File: config.mk
export PLATFORM = sky130hd
export DESIGN_NAME = missile_launcher_flat
export DESIGN_NICKNAME = d
export VERILOG_FILES = /design/src/rtl/tank_pkg.sv /design/src/rtl/missile_launcher_if.sv /design/src/rtl/muzzle_calc.sv /design/src/rtl/missile_launcher.sv /design/src/flat_wrapper.sv
export SDC_FILE = /design/constraint.sdc
export NUM_CORES = 1
export LEC_CHECK = 0
export BUFFER_PORTS_ARGS = -buffer_cell sky130_fd_sc_hd__buf_4
export CAP_MARGIN = 30
export CORE_MARGIN = 2
export CORE_UTILIZATION = 60
export CTS_CLUSTER_DIAMETER = 80
export CTS_CLUSTER_SIZE = 20
export DETAILED_ROUTE_END_ITERATION = 8
export HOLD_SLACK_MARGIN = 0.05
export PLACE_DENSITY = 0.94
export REMOVE_ABC_BUFFERS = 1
export SLEW_MARGIN = 20
export SYNTH_ARGS = -nofsm -noshare
export SYNTH_HDL_FRONTEND = slang
export SYNTH_SLANG_ARGS = --single-unit
export TNS_END_PERCENT = 30
File: constraint.sdc
create_clock -name frame_clk -period 4.6 [get_ports frame_clk]
set_clock_uncertainty 0.05 [all_clocks]
set_input_delay 0.92 -clock frame_clk [delete_from_list [all_inputs] [get_ports frame_clk]]
set_output_delay 0.92 -clock frame_clk [all_outputs]
set_load 0.01 [all_outputs]
File: src/rtl/tank_pkg.sv
// tank_pkg: direction codes, launcher states and playfield limits
// shared by the tank fire-control path and the Missile block.
package tank_pkg;

    localparam int FIELD_MAX_C = 256;
    localparam int CNT_W       = 8;

    typedef enum logic [1:0] {
        UP    = 2'b00,
        LEFT  = 2'b01,
        DOWN  = 2'b10,
        RIGHT = 2'b11
    } dir_t;

    typedef enum logic [2:0] {
        READY,
        LAUNCH,
        WAIT_ACK,
        IN_FLIGHT,
        COOLDOWN
    } state_t;

    // Off-field coordinates are pinned to the nearest legal pixel.
    function automatic logic [9:0] sat_coord(input int v, input int fmax);
        if (v < 0) return '0;
        if (v >= fmax) return 10'(fmax - 1);
        return 10'(v);
    endfunction

endpackage

File: src/rtl/missile_launcher_if.sv
// missile_launcher_if: fire request, tank pose, Missile feedback and
// launch outputs. master = launcher, slave = tank/Missile side.
interface missile_launcher_if;

    logic       fire_key;
    logic       tank_alive;
    logic [9:0] TankX;
    logic [9:0] TankY;
    logic [1:0] TankDir;
    logic       MissileDisplay;
    logic       Missile_on;
    logic [9:0] Xstart;
    logic [9:0] Ystart;
    logic [1:0] TankType;
    logic       launcher_busy;
    logic [7:0] shots_fired;

    modport master (
        input  fire_key, tank_alive, TankX, TankY, TankDir,
        input  MissileDisplay,
        output Missile_on, Xstart, Ystart, TankType,
        output launcher_busy, shots_fired
    );

    modport slave (
        output fire_key, tank_alive, TankX, TankY, TankDir,
        output MissileDisplay,
        input  Missile_on, Xstart, Ystart, TankType,
        input  launcher_busy, shots_fired
    );

endinterface

File: src/rtl/muzzle_calc.sv
// muzzle_calc: tank pose -> missile start pixel just outside the
// sprite on the facing side, saturated to the playfield.
module muzzle_calc
    import tank_pkg::*;
#(
    parameter int TANK_SIZE = 16,
    parameter int FIELD_MAX = FIELD_MAX_C
) (
    input  logic [9:0] tank_x_i,
    input  logic [9:0] tank_y_i,
    input  dir_t       dir_i,
    output logic [9:0] x_o,
    output logic [9:0] y_o
);

    localparam int H = TANK_SIZE / 2;

    int dx;
    int dy;

    always_comb begin
        dx = 0;
        dy = 0;
        unique case (dir_i)
            UP:    begin dx = H - 1;     dy = -1;        end
            DOWN:  begin dx = H - 1;     dy = TANK_SIZE; end
            LEFT:  begin dx = -1;        dy = H - 1;     end
            RIGHT: begin dx = TANK_SIZE; dy = H - 1;     end
            default: ;
        endcase
        x_o = sat_coord(int'(tank_x_i) + dx, FIELD_MAX);
        y_o = sat_coord(int'(tank_y_i) + dy, FIELD_MAX);
    end

endmodule

File: src/rtl/missile_launcher.sv
// missile_launcher: fire key -> one-frame Missile_on, flight tracking
// and cooldown. Define FIRE_BUFFER_EN to keep one press from COOLDOWN.
module missile_launcher
    import tank_pkg::*;
#(
    parameter int TANK_SIZE       = 16,
    parameter int COOLDOWN_FRAMES = 8,
    parameter int ACK_TIMEOUT     = 4,
    parameter int FIELD_MAX       = FIELD_MAX_C
) (
    input  logic              frame_clk,
    input  logic              Reset,
    missile_launcher_if.master bus
);

    localparam logic [CNT_W-1:0] CD_LOAD = CNT_W'(COOLDOWN_FRAMES);
    localparam logic [CNT_W-1:0] ACK_LIM = CNT_W'(ACK_TIMEOUT);

    state_t           state_q, state_d;
    logic [CNT_W-1:0] cnt_q, cnt_d;
    logic             fire_prev_q;
    logic [9:0]       xs_q, ys_q;
    dir_t             ty_q;
    logic [7:0]       shots_q;
    logic [9:0]       mx, my;
    logic             fire_edge;
    logic             go;
    logic             latch;
    logic             pend_q;

    muzzle_calc #(
        .TANK_SIZE (TANK_SIZE),
        .FIELD_MAX (FIELD_MAX)
    ) u_muzzle (
        .tank_x_i (bus.TankX),
        .tank_y_i (bus.TankY),
        .dir_i    (dir_t'(bus.TankDir)),
        .x_o      (mx),
        .y_o      (my)
    );

    assign fire_edge = bus.fire_key & ~fire_prev_q;
    assign go        = (fire_edge | pend_q) & bus.tank_alive;

    always_comb begin
        state_d = state_q;
        cnt_d   = cnt_q;
        latch   = 1'b0;
        unique case (state_q)
            READY: begin
                if (go) begin
                    state_d = LAUNCH;
                    latch   = 1'b1;
                end
            end
            LAUNCH: begin
                state_d = WAIT_ACK;
                cnt_d   = '0;
            end
            WAIT_ACK: begin
                if (bus.MissileDisplay) begin
                    state_d = IN_FLIGHT;
                end else if (cnt_q + 1'b1 >= ACK_LIM) begin
                    state_d = COOLDOWN;
                    cnt_d   = CD_LOAD;
                end else begin
                    cnt_d = cnt_q + 1'b1;
                end
            end
            IN_FLIGHT: begin
                if (!bus.MissileDisplay) begin
                    state_d = COOLDOWN;
                    cnt_d   = CD_LOAD;
                end
            end
            COOLDOWN: begin
                if (cnt_q == '0) state_d = READY;
                else cnt_d = cnt_q - 1'b1;
            end
            default: state_d = READY;
        endcase
    end

    always_ff @(posedge frame_clk or posedge Reset) begin
        if (Reset) begin
            state_q     <= READY;
            cnt_q       <= '0;
            fire_prev_q <= 1'b1;
            xs_q        <= '0;
            ys_q        <= '0;
            ty_q        <= UP;
            shots_q     <= '0;
        end else begin
            state_q     <= state_d;
            cnt_q       <= cnt_d;
            fire_prev_q <= bus.fire_key;
            if (latch) begin
                xs_q <= mx;
                ys_q <= my;
                ty_q <= dir_t'(bus.TankDir);
            end
            if (state_q == LAUNCH) shots_q <= shots_q + 8'd1;
        end
    end

`ifdef FIRE_BUFFER_EN
    logic pend_d;

    // READY consumes the flag on entry whether or not it launches.
    always_comb begin
        pend_d = pend_q;
        if (state_q == READY) pend_d = 1'b0;
        else if (state_q == COOLDOWN && fire_edge) pend_d = 1'b1;
    end

    always_ff @(posedge frame_clk or posedge Reset) begin
        if (Reset) pend_q <= 1'b0;
        else pend_q <= pend_d;
    end
`else
    assign pend_q = 1'b0;
`endif

    assign bus.Missile_on    = (state_q == LAUNCH);
    assign bus.Xstart        = xs_q;
    assign bus.Ystart        = ys_q;
    assign bus.TankType      = ty_q;
    assign bus.launcher_busy = (state_q != READY);
    assign bus.shots_fired   = shots_q;

endmodule

File: src/flat_wrapper.sv
// flat-port wrapper written by rule: the top's interface ports become plain ports
module missile_launcher_flat import tank_pkg::*;
#(
    parameter int TANK_SIZE       = 16,
    parameter int COOLDOWN_FRAMES = 8,
    parameter int ACK_TIMEOUT     = 4,
    parameter int FIELD_MAX       = FIELD_MAX_C
)
  (frame_clk, Reset, bus_fire_key, bus_tank_alive, bus_TankX, bus_TankY, bus_TankDir, bus_MissileDisplay, bus_Missile_on, bus_Xstart, bus_Ystart, bus_TankType, bus_launcher_busy, bus_shots_fired);
  missile_launcher_if bus_i ();
  input  logic frame_clk;
  input  logic Reset;
  input wire logic [$bits(bus_i.fire_key)-1:0] bus_fire_key;
  input wire logic [$bits(bus_i.tank_alive)-1:0] bus_tank_alive;
  input wire logic [$bits(bus_i.TankX)-1:0] bus_TankX;
  input wire logic [$bits(bus_i.TankY)-1:0] bus_TankY;
  input wire logic [$bits(bus_i.TankDir)-1:0] bus_TankDir;
  input wire logic [$bits(bus_i.MissileDisplay)-1:0] bus_MissileDisplay;
  output wire logic [$bits(bus_i.Missile_on)-1:0] bus_Missile_on;
  output wire logic [$bits(bus_i.Xstart)-1:0] bus_Xstart;
  output wire logic [$bits(bus_i.Ystart)-1:0] bus_Ystart;
  output wire logic [$bits(bus_i.TankType)-1:0] bus_TankType;
  output wire logic [$bits(bus_i.launcher_busy)-1:0] bus_launcher_busy;
  output wire logic [$bits(bus_i.shots_fired)-1:0] bus_shots_fired;
  assign bus_i.fire_key = bus_fire_key;
  assign bus_i.tank_alive = bus_tank_alive;
  assign bus_i.TankX = bus_TankX;
  assign bus_i.TankY = bus_TankY;
  assign bus_i.TankDir = bus_TankDir;
  assign bus_i.MissileDisplay = bus_MissileDisplay;
  assign bus_Missile_on = bus_i.Missile_on;
  assign bus_Xstart = bus_i.Xstart;
  assign bus_Ystart = bus_i.Ystart;
  assign bus_TankType = bus_i.TankType;
  assign bus_launcher_busy = bus_i.launcher_busy;
  assign bus_shots_fired = bus_i.shots_fired;
  missile_launcher #(.TANK_SIZE(TANK_SIZE), .COOLDOWN_FRAMES(COOLDOWN_FRAMES), .ACK_TIMEOUT(ACK_TIMEOUT), .FIELD_MAX(FIELD_MAX)) u_core (.frame_clk(frame_clk), .Reset(Reset), .bus(bus_i));
endmodule
# --- Word-level counts from Yosys, hierarchy flattened ---
# Cells that the tools add are included.
# Widths: inputs -> output; s select.
totals:
  ff_bits: 42
  word_cells: 71
  input_bits: 27
  out_inout_bits: 32
op_classes:
  n_reduce_logical: 9
  addsub: 5
  eq_ne: 13
  mux: 29
  order_cmp: 5
  bitwise_logic: 3
ops:
  columns: ["operator", "count"]
  rows:
  - ["$pmux 32 s3", 2]
  - ["$mux 10", 8]
  - ["$add 11x32->32", 2]
  - ["$ge 32x10->1 const B", 2]
  - ["$lt 32x1->1 const B", 2]
  - ["$mux 8", 4]
  - ["$pmux 8 s4", 1]
  - ["$add 8x1->8 const B", 2]
  - ["$mux 3", 5]
  - ["$pmux 3 s5", 1]
  - ["$ge 8x3->1 const B", 1]
  - ["$logic_not 8->1", 1]
  - ["$mux 1", 8]
  - ["$reduce_and 4->1", 2]
  - ["$sub 8x1->8 const B", 1]
  - ["$eq 3x2->1 const B", 2]
  - ["$ne 2x2->1 const B", 3]
  - ["$eq 2x2->1 const B", 2]
  - ["$ne 2x1->1 const B", 2]
  - ["$reduce_bool 4->1", 1]
  - ["$reduce_or 2->1", 2]
  - ["$eq 3x1->1 const B", 1]
  - ["$eq 3x3->1 const B", 1]
  - ["$logic_not 3->1", 1]
  - ["6 further kinds", 7]

# --- Longest topological paths before layout ---
# Gate-level depths: netlist of run 1.
depth:
  word_depth: 9
  depth_mapped: 15
  mapped_depth_nobuf: 15

# --- By module ---
# From an unflattened synthesis of run 1, not the netlist that was laid out.
unflattened:
  hier_cells: 375
  hier_area_um2: 3593.4
modules_own_cells:
  columns: ["module", "cells_each", "n_inst", "area_each_um2", "seq_area_each_um2"]
  rows:
  - ["missile_launcher", 180, 1, 2198.4, 1052.3]
  - ["muzzle_calc", 195, 1, 1395.1, 0.0]

# --- Worst setup path before layout of run 1 ---
# OpenSTA, ideal clock, no wires.
synth_timing:
  path_type: "input port to flip-flop"
  startpoint: "input bus_TankDir[0]"
  endpoint: "register u_core.ys_q[2] (netlist: u_core.bus.Ystart[2])"
  required_ns: 4.423
  path_buffers: 0
  setup_slack_ns: 0.395
  stages: 15
  setup_ns: 0.127
  arrival_time_ns: 4.028
  cell_sequence: "inv_1 > nand2_1 > ha_1 > fa_1 > a21o_1 > a311oi_1 > nor2_2 > a41o_1 > a22oi_1 > ha_1 > nand4b_1 > nor4_1 > nand4_1 > nor4_1 > o21ai_1"
synth_via:
  elab_chain_cells: 9
  elab_cells_between_ends: 15
  classes_between: "1 x add/sub; 2 x order compare; 3 x eq/ne; 7 x mux; 2 x reduce/logical"
synth_lines:
  columns: ["item", "line", "text"]
  rows:
  - ["start, declared", "flat_wrapper.sv:17", "input wire logic [$bits(bus_i.TankDir)-1:0] bus_TankDir;"]
  - ["$eq 2x2->1 / $eq 2x1->1 (equally long branches)", "muzzle_calc.sv:24", "unique case (dir_i)"]
  - ["$reduce_or 2->1 (no source line)", null, null]
  - ["$pmux 32 s3 (*)", "muzzle_calc.sv:24", null]
  - ["$add 11x32->32 (*)", "muzzle_calc.sv:32", "y_o = sat_coord(int'(tank_y_i) + dy, FIELD_MAX);"]
  - ["$ge 32x10->1", "tank_pkg.sv:26", "if (v >= fmax) return 10'(fmax - 1);"]
  - ["$mux 1 (2 in series)", "tank_pkg.sv:26", null]
  - ["$mux 10", "tank_pkg.sv:27", "return 10'(v);"]
  - ["$mux 10 (*)", "tank_pkg.sv:26", null]
  - ["end signal, assigned", "missile_launcher.sv:99", "ys_q <= my;"]
  - ["end, declared", "missile_launcher.sv:22", "logic [9:0] xs_q, ys_q;"]
# Mark *: on every way between the ends. The rest lies on a longest branch, timed or not. The select of a mux whose other input is x is not followed.
# A chain may end at the register's enable or synchronous reset.

# --- Worst setup path in the final report of run 1 ---
layout_timing:
  startpoint: "input bus_TankDir[0]"
  endpoint: "register u_core.ys_q[5] (netlist: u_core.bus.Ystart[5])"
# Same word-level chain as after synthesis.

==> results of run 1 <==
==> power by group <==
group          switching [mW]  leakage, nW  total (mW)  internal, mW
sequential              0.111        0.518       0.607         0.496
combinational           0.416         1.10       0.769         0.353
clock                   0.124       0.0579       0.284         0.160
==> critical path, cell delays in order <==
cell and delay [ns]:
buf_4 0.13, inv_1 0.09, nand2_1 0.14, ha_1 0.25, fa_1 0.42, a211oi_1 0.41, a221o_1 0.30, nor2_2 0.06
a41o_1 0.24, a22oi_1 0.23, ha_1 0.17, nand4b_1 0.10, nor4_1 0.26, nand4_1 0.12, buf_4 0.19, nor4_1 0.25
o21ai_1 0.10
==> state kept, by name (all words and copies together) (netlist names) <==
register	flops
u_core.bus.Xstart	10
u_core.bus.Ystart	10
u_core.bus.shots_fired	8
u_core.cnt_q	8
u_core.state_q	3
u_core.bus.TankType	2
u_core.fire_prev_q	1
==> cells in the mapped netlist (3+ instances only) <==
master / count
a22oi_1: 4
xor2_1: 8
xnor2_1: 16
nand2b_1: 5
and2_1: 4
buf_2: 7
nand2_1: 37
nor2_1: 23
ha_1: 24
nand3_1: 10
o21ai_1: 8
nand4_1: 7
nor3_1: 13
nor2b_1: 3
o41ai_1: 6
o21ai_0: 31
a311oi_1: 3
a21oi_1: 22
inv_1: 12
a21o_1: 3
dfrtp_1: 41
and3_1: 4
nor4_1: 8
clkbuf_1: 11
==> cells by family (layout without fill, tap and decap cells) <==
family | count (synthesis) | in the layout | share of synthesized area (%)
multiplexers | 1 | 1 | 0.3551
adder cells (fa/ha/maj) | 27 | 27 | 11.05
buffers and inverters | 34 | 85 | 4.814
XOR/XNOR | 24 | 24 | 6.630
AO/OA/AOI/OAI | 108 | 108 | 23.17
AND/OR/NAND/NOR | 130 | 130 | 20.80
flip-flops | 42 | 42 | 33.19
==> worst paths after layout <==
path	startpoint	to	slack, ns	cells past startpoint
worst min register to register	u_core.bus.shots_fired[7]	u_core.bus.shots_fired[7]	0.44	1
worst max register to register	u_core.cnt_q[6]	u_core.cnt_q[5]	1.99	6
min in group asynchronous	Reset	u_core.cnt_q[6]	0.71	3
max in group asynchronous	Reset	u_core.fire_prev_q	3.43	3
worst min-delay path	u_core.bus.shots_fired[7]	u_core.bus.shots_fired[7]	0.44	1
worst max-delay path	bus_TankDir[0]	u_core.bus.Ystart[5]	0.33	17
==> metrics by stage <==
| stage | instances | setup WS [ns] |
|---|---|---|
| 4_1_cts | 486 | 0.2458 |
| 3_3_place_gp | 478 | 0.07028 |
| 6_report | 487 | 0.3284 |
| 2_1_floorplan | 346 | 0.3939 |
| 5_1_grt | 487 | 0.03894 |
| 3_5_place_dp | 478 | -0.06379 |
==> area by class of cell <==
cell class,count,share of cell area [%]
repair buffers,63,12.64
flip-flops and latches,42,28.13
well taps,70,2.341
inverters,14,1.438
clock buffers,5,1.839
clock inverters,3,1.070
multi-input cells,290,52.54
==> what timing repair did <==
action	in CTS	in global routing
hold buffers	0	0
setup buffers	0	1
endpoints found under the setup margin	0	7
==> per-layer routing <==
| metal | global-route usage [%] | up-vias | wire, um |
|---|---|---|---|
| li1 | - | 1450 | - |
| met1 | 36.05 | 1432 | 3293 |
| met2 | 43.51 | 124 | 3637 |
| met3 | 3.059 | 11 | 418 |
| met4 | 8.727 | 0 | 110 |
| met5 | 0 | - | 0 |
==> out/results.ini, run 1 <==
[die]
die_area_um2=5881
pin_count=59
die_y_um=76.69
core_area_um2=5107
row_count=26
die_w_um=76.69
initial_utilization_pct=62.08

[placement]
post_dp_cell_area_um2=3625
hpwl_um=5596
globalplace.congestion=0.9190
port_buffers=58

[drt]
dr.pass1.iters=4
antenna_left=0
vias=3017
wl_per_cell_um=15.32
routed_wl_um=7461
drc=0
drtIter0Drc=125
vias_per_cell=6.195

[yosys]
synth_top_area_share_pct=32.36
synth_top_cell_by_area=dfrtp_1
netlist_instances=366
ys_seq_area_share_pct=33.19
async_flop_share_pct=100.0
netlist_area_um2=3171
post_synth.cell_area_avg_um2=8.663
synthFlopType=dfrtp_1
ys_seq_elements=42
synth_edf_count=0
yosys-top-cells-area=dfrtp_1 (32%), ha_1 (9.5%), o21ai_0 (4.9%)
ys_warn_count=0
synth_cell_type_count=64

[sta]
fin_crit_ns=4.272
slew_headroom_pct=45.06
tightest_slew_ns=0.8210
slew_viol_final=0
max_freq_mhz=234.1
min_period_over_period_pct=92.86
finalHoldViolations=0
rsz0062_at_grt=false
holdWs_ns=0.4392
setup_tns_ns=0
setup_viol=0

[worst_setup_path]
worst-path-max-fanout=8
end_kind=register
worstPathRequired_ns=4.72
cp.arrival_ns=4.39
start_kind=primary input
criticalPathCategory=primary input to register

[cts]
htreeDepth=2
numCtsBuffers=5
cts_resized=0
cts_tree=yes
cts-root-buf=clkbuf_8
cts.clk_slew.worst_paths_ns=0.08
cts_buffer_depth=2
clock-sinks=42
clock_latency_ns=0.29

[power]
p_leak_nw=1.679
peakVddDrop_mv=0.2046
fin_total_pwr_mw=1.660
power_density_nw_per_um2=443.7

[flow_run]
drv_cap=0

[global_route]
overflow=0
grt_usage_pct=26.33
antenna_found_initial=0
grt_pass1_wl_um=12810
grt_pass1_vias=2764
grt_max_degree=43

[cells_and_area]
finish.utilization_pct=73.25
fin_nets=469
n_antenna_cell=0
most-common-layout-cells=buf_4 (63), dfrtp_1 (41), nand2_1 (37)
multi_input_area_um2=1966
fin_area_um2=3741
area_growth_pct=18.00
layout_commonest_cell=buf_4
seq_area_um2=1052
drive_gt1_share_pct=19.90
fillers=403

[hold_path]
hold_class=register to register

[run_status]
status=finished, final reports clean

Note: power is estimated with default switching activity, not from simulation.
==> inputs of run 2 (changes only) <==
- PLACE_DENSITY: 0.94 -> 0.81
==> run 2 against run 1 <==
Effect of this change: worst setup slack improved by 0.012 ns; combinational power about the same; count of clock-buffer cells in the layout unchanged; maximum frequency increased by 0.27%; register-to-register slack got worse by 0.02 ns; total power decreased by 2.7%.
==> out/results.ini, run 2 (synthesis results as in run 1) <==
[run_status]
status=finished, final reports clean

[cells_and_area]
fin_area_um2=3726  ; -0.40%
fillers=440  ; +9.2%
n_antenna_cell=0  ; unchanged
most-common-layout-cells=buf_4 (63), dfrtp_1 (41), nand2_1 (37)
layout_commonest_cell=buf_4
area_growth_pct=17.52
fin_nets=469  ; unchanged
drive_gt1_share_pct=19.90  ; unchanged

[placement]
port_buffers=58  ; unchanged
hpwl_um=5453  ; -2.6%
post_dp_cell_area_um2=3625  ; unchanged
globalplace.congestion=0.9190  ; unchanged
pre_cts_slack_ns=-0.1034  ; -0.03965 ns

[power]
p_leak_nw=1.665  ; -0.78%
peakVddDrop_mv=0.2307  ; +13%
fin_total_pwr_mw=1.615  ; -2.7%
power_density_nw_per_um2=433.5  ; -2.3%

[worst_setup_path]
rr_endpoint=u_core.cnt_q[5]
setup.worst_path.end=u_core.bus.Ystart[3]
cp-startpoint=bus_TankDir[0]
r2r_start=u_core.cnt_q[6]
criticalPathCategory=primary input to register
cp.arrival_ns=4.40  ; about the same
worst-path-max-fanout=8  ; unchanged
reg2regPathDepth=6  ; unchanged
reg2reg_slack_ns=1.97  ; -0.02 ns
end_kind=register
start_kind=primary input
worstPathRequired_ns=4.74  ; +0.02 ns

[cts]
htreeDepth=2  ; unchanged
cts.clk_slew.worst_paths_ns=0.09  ; about the same
clock_latency_ns=0.30  ; about the same
cts_tree=yes
cts_buffer_depth=2  ; unchanged
cts_hold_buf=0  ; unchanged
clock-sinks=42  ; unchanged
numCtsBuffers=5  ; unchanged
cts-root-buf=clkbuf_8

[sta]
setup_viol=0  ; unchanged
slew_viol_final=0  ; unchanged
min_period_over_period_pct=92.61  ; -0.25 points
fin_crit_ns=4.260  ; -0.01153 ns
rsz0062_at_grt=false
holdWs_ns=0.4209  ; -0.01826 ns
slew_headroom_pct=41.10  ; -4.0 points
max_freq_mhz=234.7  ; +0.27%
tightest_slew_ns=0.8802  ; +0.05920 ns
finalHoldViolations=0  ; unchanged
setup_tns_ns=0  ; unchanged
fin_ws_ns=0.3399  ; +0.01153 ns

[die]
pin_count=59  ; unchanged
die_w_um=76.69  ; unchanged
die_area_um2=5881  ; unchanged
row_count=26  ; unchanged
die_y_um=76.69  ; unchanged
initial_utilization_pct=62.08  ; unchanged
core_area_um2=5107  ; unchanged

[drt]
routed_wl_um=7323  ; -1.8%
vias_per_cell=6.092  ; -1.7%
dr.pass1.iters=4  ; unchanged
wl_met3_um=424  ; +1.4%
wl_met1_um=3286  ; -0.21%
drtIter0Drc=152  ; +22%
vias=2967  ; -1.7%
wl_per_cell_um=15.04  ; -1.8%
route.met2.wl_um=3462  ; -4.8%
drc=0  ; unchanged
antenna_left=0  ; unchanged
top_layer=met4

[global_route]
grt_max_degree=43  ; unchanged
antenna_found_initial=0  ; unchanged
grt_pass1_wl_um=12210  ; -4.7%
overflow=0  ; unchanged
grt_pass1_vias=2741  ; -0.83%
grt_usage_pct=25.24  ; -1.1 points

[hold_path]
hold_class=register to register

[flow_run]
drv_cap=0  ; unchanged

==> run 2: worst min-delay path by stage <==
stage	startpoint	end	slack [ns]	cells after the start
2_1_floorplan	u_core.cnt_q[7]	u_core.cnt_q[7]	0.42	1
6_report	u_core.bus.shots_fired[7]	u_core.bus.shots_fired[7]	0.42	1
5_1_grt	u_core.bus.shots_fired[7]	u_core.bus.shots_fired[7]	0.44	1
3_3_place_gp	u_core.bus.TankType[1]	u_core.bus.TankType[1]	0.41	2
3_5_place_dp	u_core.bus.shots_fired[7]	u_core.bus.shots_fired[7]	0.42	1
4_1_cts	u_core.bus.shots_fired[7]	u_core.bus.shots_fired[7]	0.43	1
==> run 2: layout make-up <==
cell class | count | area, um^2 | area share [%]
well taps | 70 | 87.58 | 2.351
clock buffers | 5 | 68.82 | 1.847
clock inverters | 3 | 25.02 | 0.6716
inverters | 14 | 53.80 | 1.444
repair buffers | 63 | 473.0 | 12.69
multi-input cells | 290 | 1966 | 52.75
flip-flops and latches | 42 | 1052 | 28.24
==> run 2: through the flow <==
step	cells	util, %
floorplan	346	-
global placement	478	70.97
detailed placement	478	70.97
CTS	486	72.81
global route	487	72.95
finish	487	72.95
==> run 2: per-layer routing <==
layer / vias to the layer above / track usage, %
met1: 1412 / 33.36
met4: 0 / 10.18
li1: 1444 / -
met5: - / 0
met3: 11 / 3.765
met2: 100 / 41.58
==> run 2: what timing repair did <==
action,in CTS,in global routing
setup endpoints to repair,0,7
buffers inserted,0,1
endpoints found under the hold margin,0,0
gates resized for setup,0,0
==> run 2: worst max-delay path, stage by stage <==
cell and delay, ns:
buf_4 0.13, inv_1 0.10, nand2_1 0.15, ha_1 0.26, fa_1 0.43, a211oi_1 0.44
a221o_1 0.31, nor2_2 0.06, a41o_1 0.26, a22oi_1 0.19, ha_1 0.16, nand4b_1 0.09
nor4_1 0.25, nand4_1 0.12, buf_4 0.19, nor4_1 0.26, o21ai_1 0.09
==> run 2: power breakdown <==
part	internal [mW]	leakage [nW]	switching, mW	total (mW)
sequential	0.496	0.518	0.105	0.601
clock	0.109	0.0447	0.137	0.246
combinational	0.353	1.10	0.415	0.768
==> inputs of run 3 (changes only) <==
--- a/config.mk
+++ b/config.mk
@@ -9,10 +9,11 @@
 export CAP_MARGIN = 30
 export CORE_MARGIN = 2
-export CORE_UTILIZATION = 60
+export CORE_UTILIZATION = 39
+export CTS_BUF_LIST = sky130_fd_sc_hd__clkbuf_16
 export CTS_CLUSTER_DIAMETER = 80
 export CTS_CLUSTER_SIZE = 20
 export DETAILED_ROUTE_END_ITERATION = 8
 export HOLD_SLACK_MARGIN = 0.05
-export PLACE_DENSITY = 0.81
+export PLACE_DENSITY = 0.55
 export REMOVE_ABC_BUFFERS = 1
 export SLEW_MARGIN = 20
--- a/constraint.sdc
+++ b/constraint.sdc
@@ -3,3 +3,3 @@
 set_input_delay 0.92 -clock frame_clk [delete_from_list [all_inputs] [get_ports frame_clk]]
 set_output_delay 0.92 -clock frame_clk [all_outputs]
-set_load 0.01 [all_outputs]
+set_load 0.005 [all_outputs]
==> run 3 against run 2 <==
Effect of this change: hold slack gained 0.0013 ns; critical path type unchanged; global-route usage shrank 7.8 points; final area grew 2.9%; clock power rose by 44%; sequential share of layout area fell by 0.79 points; maximum frequency is 1.8% higher; non-clock buffer count did not move; largest cell class unchanged.
==> out/results.ini, run 3 (synthesis results as in run 1) <==
[cts]
cts-root-buf=clkbuf_16
cts_hold_buf=0  ; unchanged
htreeDepth=2  ; unchanged
cts_resized=0  ; unchanged
cts_buffer_depth=2  ; unchanged
cts.clk_slew.worst_paths_ns=0.06  ; -0.03 ns
cts_tree=yes
numCtsBuffers=5  ; unchanged
cts_setup_buffers=0  ; unchanged
clock-sinks=42  ; unchanged
clock_latency_ns=0.28  ; -0.02 ns

[sta]
holdWs_ns=0.4222  ; +0.001252 ns
min_period_over_period_pct=91.00  ; -1.6 points
tightest_slew_ns=0.7888  ; -0.09135 ns
slew_headroom_pct=47.21  ; +6.1 points
slew_viol_final=0  ; unchanged
rsz0062_at_grt=false
finalHoldViolations=0  ; unchanged
max_freq_mhz=238.9  ; +1.8%
setup_viol=0  ; unchanged
fin_crit_ns=4.186  ; -0.07417 ns
setup_tns_ns=0  ; unchanged

[die]
die_area_um2=8867  ; +51%
pin_count=59  ; unchanged
die_w_um=94.17  ; +23%
row_count=32  ; +23%
die_y_um=94.17  ; +23%
initial_utilization_pct=40.61  ; -21 points
core_area_um2=7807  ; +53%

[cells_and_area]
area_growth_pct=20.92
drive_gt1_share_pct=20.38  ; +0.48 points
multi_input_area_um2=1977  ; +0.57%
layout_commonest_cell=buf_4
seq_area_um2=1052  ; unchanged
fin_nets=469  ; unchanged
fillers=756  ; +72%
n_antenna_cell=0  ; unchanged
most-common-layout-cells=buf_4 (63), dfrtp_1 (41), nand2_1 (37)

[worst_setup_path]
cp.arrival_ns=4.30  ; -0.10 ns
criticalPathCategory=primary input to register
worstPathRequired_ns=4.71  ; -0.03 ns
rr_endpoint=u_core.cnt_q[5]
end_kind=register
start_kind=primary input
r2r_start=u_core.cnt_q[6]
worst-path-max-fanout=8  ; unchanged
reg2regPathDepth=6  ; unchanged
reg2reg_slack_ns=2.02  ; +0.05 ns

[hold_path]
min_to=u_core.bus.shots_fired[7]
worstHoldStart=u_core.bus.shots_fired[7]
holdPathStages=1  ; unchanged
hold_class=register to register

[placement]
port_buffers=58  ; unchanged
hpwl_um=5664  ; +3.9%
globalplace.congestion=0.9007  ; -2.0%

[flow_run]
drv_cap=0  ; unchanged

[drt]
drc=0  ; unchanged
dr.pass1.iters=4  ; unchanged
drtIter0Drc=170  ; +12%
routed_wl_um=7493  ; +2.3%
vias=2892  ; -2.5%
antenna_left=0  ; unchanged
vias_per_cell=5.572  ; -8.5%
wl_per_cell_um=14.44  ; -4.0%

[global_route]
grt_pass1_vias=2695  ; -1.7%
antenna_found_initial=0  ; unchanged
grt_max_degree=43  ; unchanged
grt_pass1_wl_um=12480  ; +2.2%
overflow=0  ; unchanged
grt_usage_pct=17.45  ; -7.8 points

[run_status]
status=finished, final reports clean

[power]
power_density_nw_per_um2=436.9  ; +0.79%
p_leak_nw=1.693  ; +1.7%
peakVddDrop_mv=0.1964  ; -15%

==> run 3: cell count changes in the layout (fill, tap and decap cells not counted) <==
cell / delta
a311oi_1: -1
a311oi_2: +1
a211oi_2: +1
clkbuf_8: -5
clkbuf_16: +5
a211oi_1: -1
==> run 3: area by class of cell <==
type                            instances  area share, %
Sequential cell                        42          27.45
Timing Repair Buffer                   63          12.34
Inverter                               14          1.403
Clock buffer                            5          3.264
Multi-Input combinational cell        290          51.57
Tap cell                              102          3.329
Clock inverter                          3         0.6527
==> run 3: how the worst max path moves through the flow <==
stage	from	slack [ns]	depth (start not counted)	end
detailed placement	bus_TankDir[0]	0.07	17	u_core.bus.Ystart[5]
CTS	bus_TankDir[0]	0.37	17	u_core.bus.Ystart[5]
global placement	bus_TankDir[0]	0.22	17	u_core.bus.Ystart[3]
floorplan	bus_TankDir[0]	0.39	15	u_core.bus.Ystart[2]
global route	bus_TankDir[0]	0.08	17	u_core.bus.Ystart[3]
finish	bus_TankDir[0]	0.41	17	u_core.bus.Ystart[5]
==> run 3: layer usage <==
layer / routed length, um / track usage [%] / vias to the layer above
met5: 0 / 0 / -
met3: 326 / 1.926 / 7
li1: - / - / 1444
met1: 3660 / 24.22 / 1365
met2: 3393 / 28.10 / 76
met4: 113 / 6.159 / 0
==> run 3: metrics by stage <==
step	setup slack [ns]	util, %	power, mW	std cells	area (um^2)
global route	0.08154	49.10	1.812	519	3834
finish	0.4141	49.10	1.675	519	3834
CTS	0.3708	48.96	1.698	519	3822
floorplan	0.3939	-	1.019	346	3072
global placement	0.2152	47.04	1.328	511	3672
detailed placement	0.06836	47.04	1.333	511	3672
==> run 3: report_power, final <==
group | leakage [nW] | internal (mW) | total (mW) | switching (mW)
combinational | 1.11 | 0.351 | 0.720 | 0.369
sequential | 0.518 | 0.497 | 0.601 | 0.104
clock | 0.0704 | 0.204 | 0.354 | 0.150
==> run 3: worst max-delay path: stages <==
cell and delay [ns]:
buf_4 0.12, inv_1 0.10, nand2_1 0.15, ha_1 0.26, fa_1 0.45, a21o_1 0.24, a311oi_2 0.36, nor2_2 0.08
a41o_1 0.24, a22oi_1 0.19, ha_1 0.16, nand4b_1 0.09, nor4_1 0.25, nand4_1 0.13, buf_4 0.18, nor4_1 0.28
o21ai_1 0.09
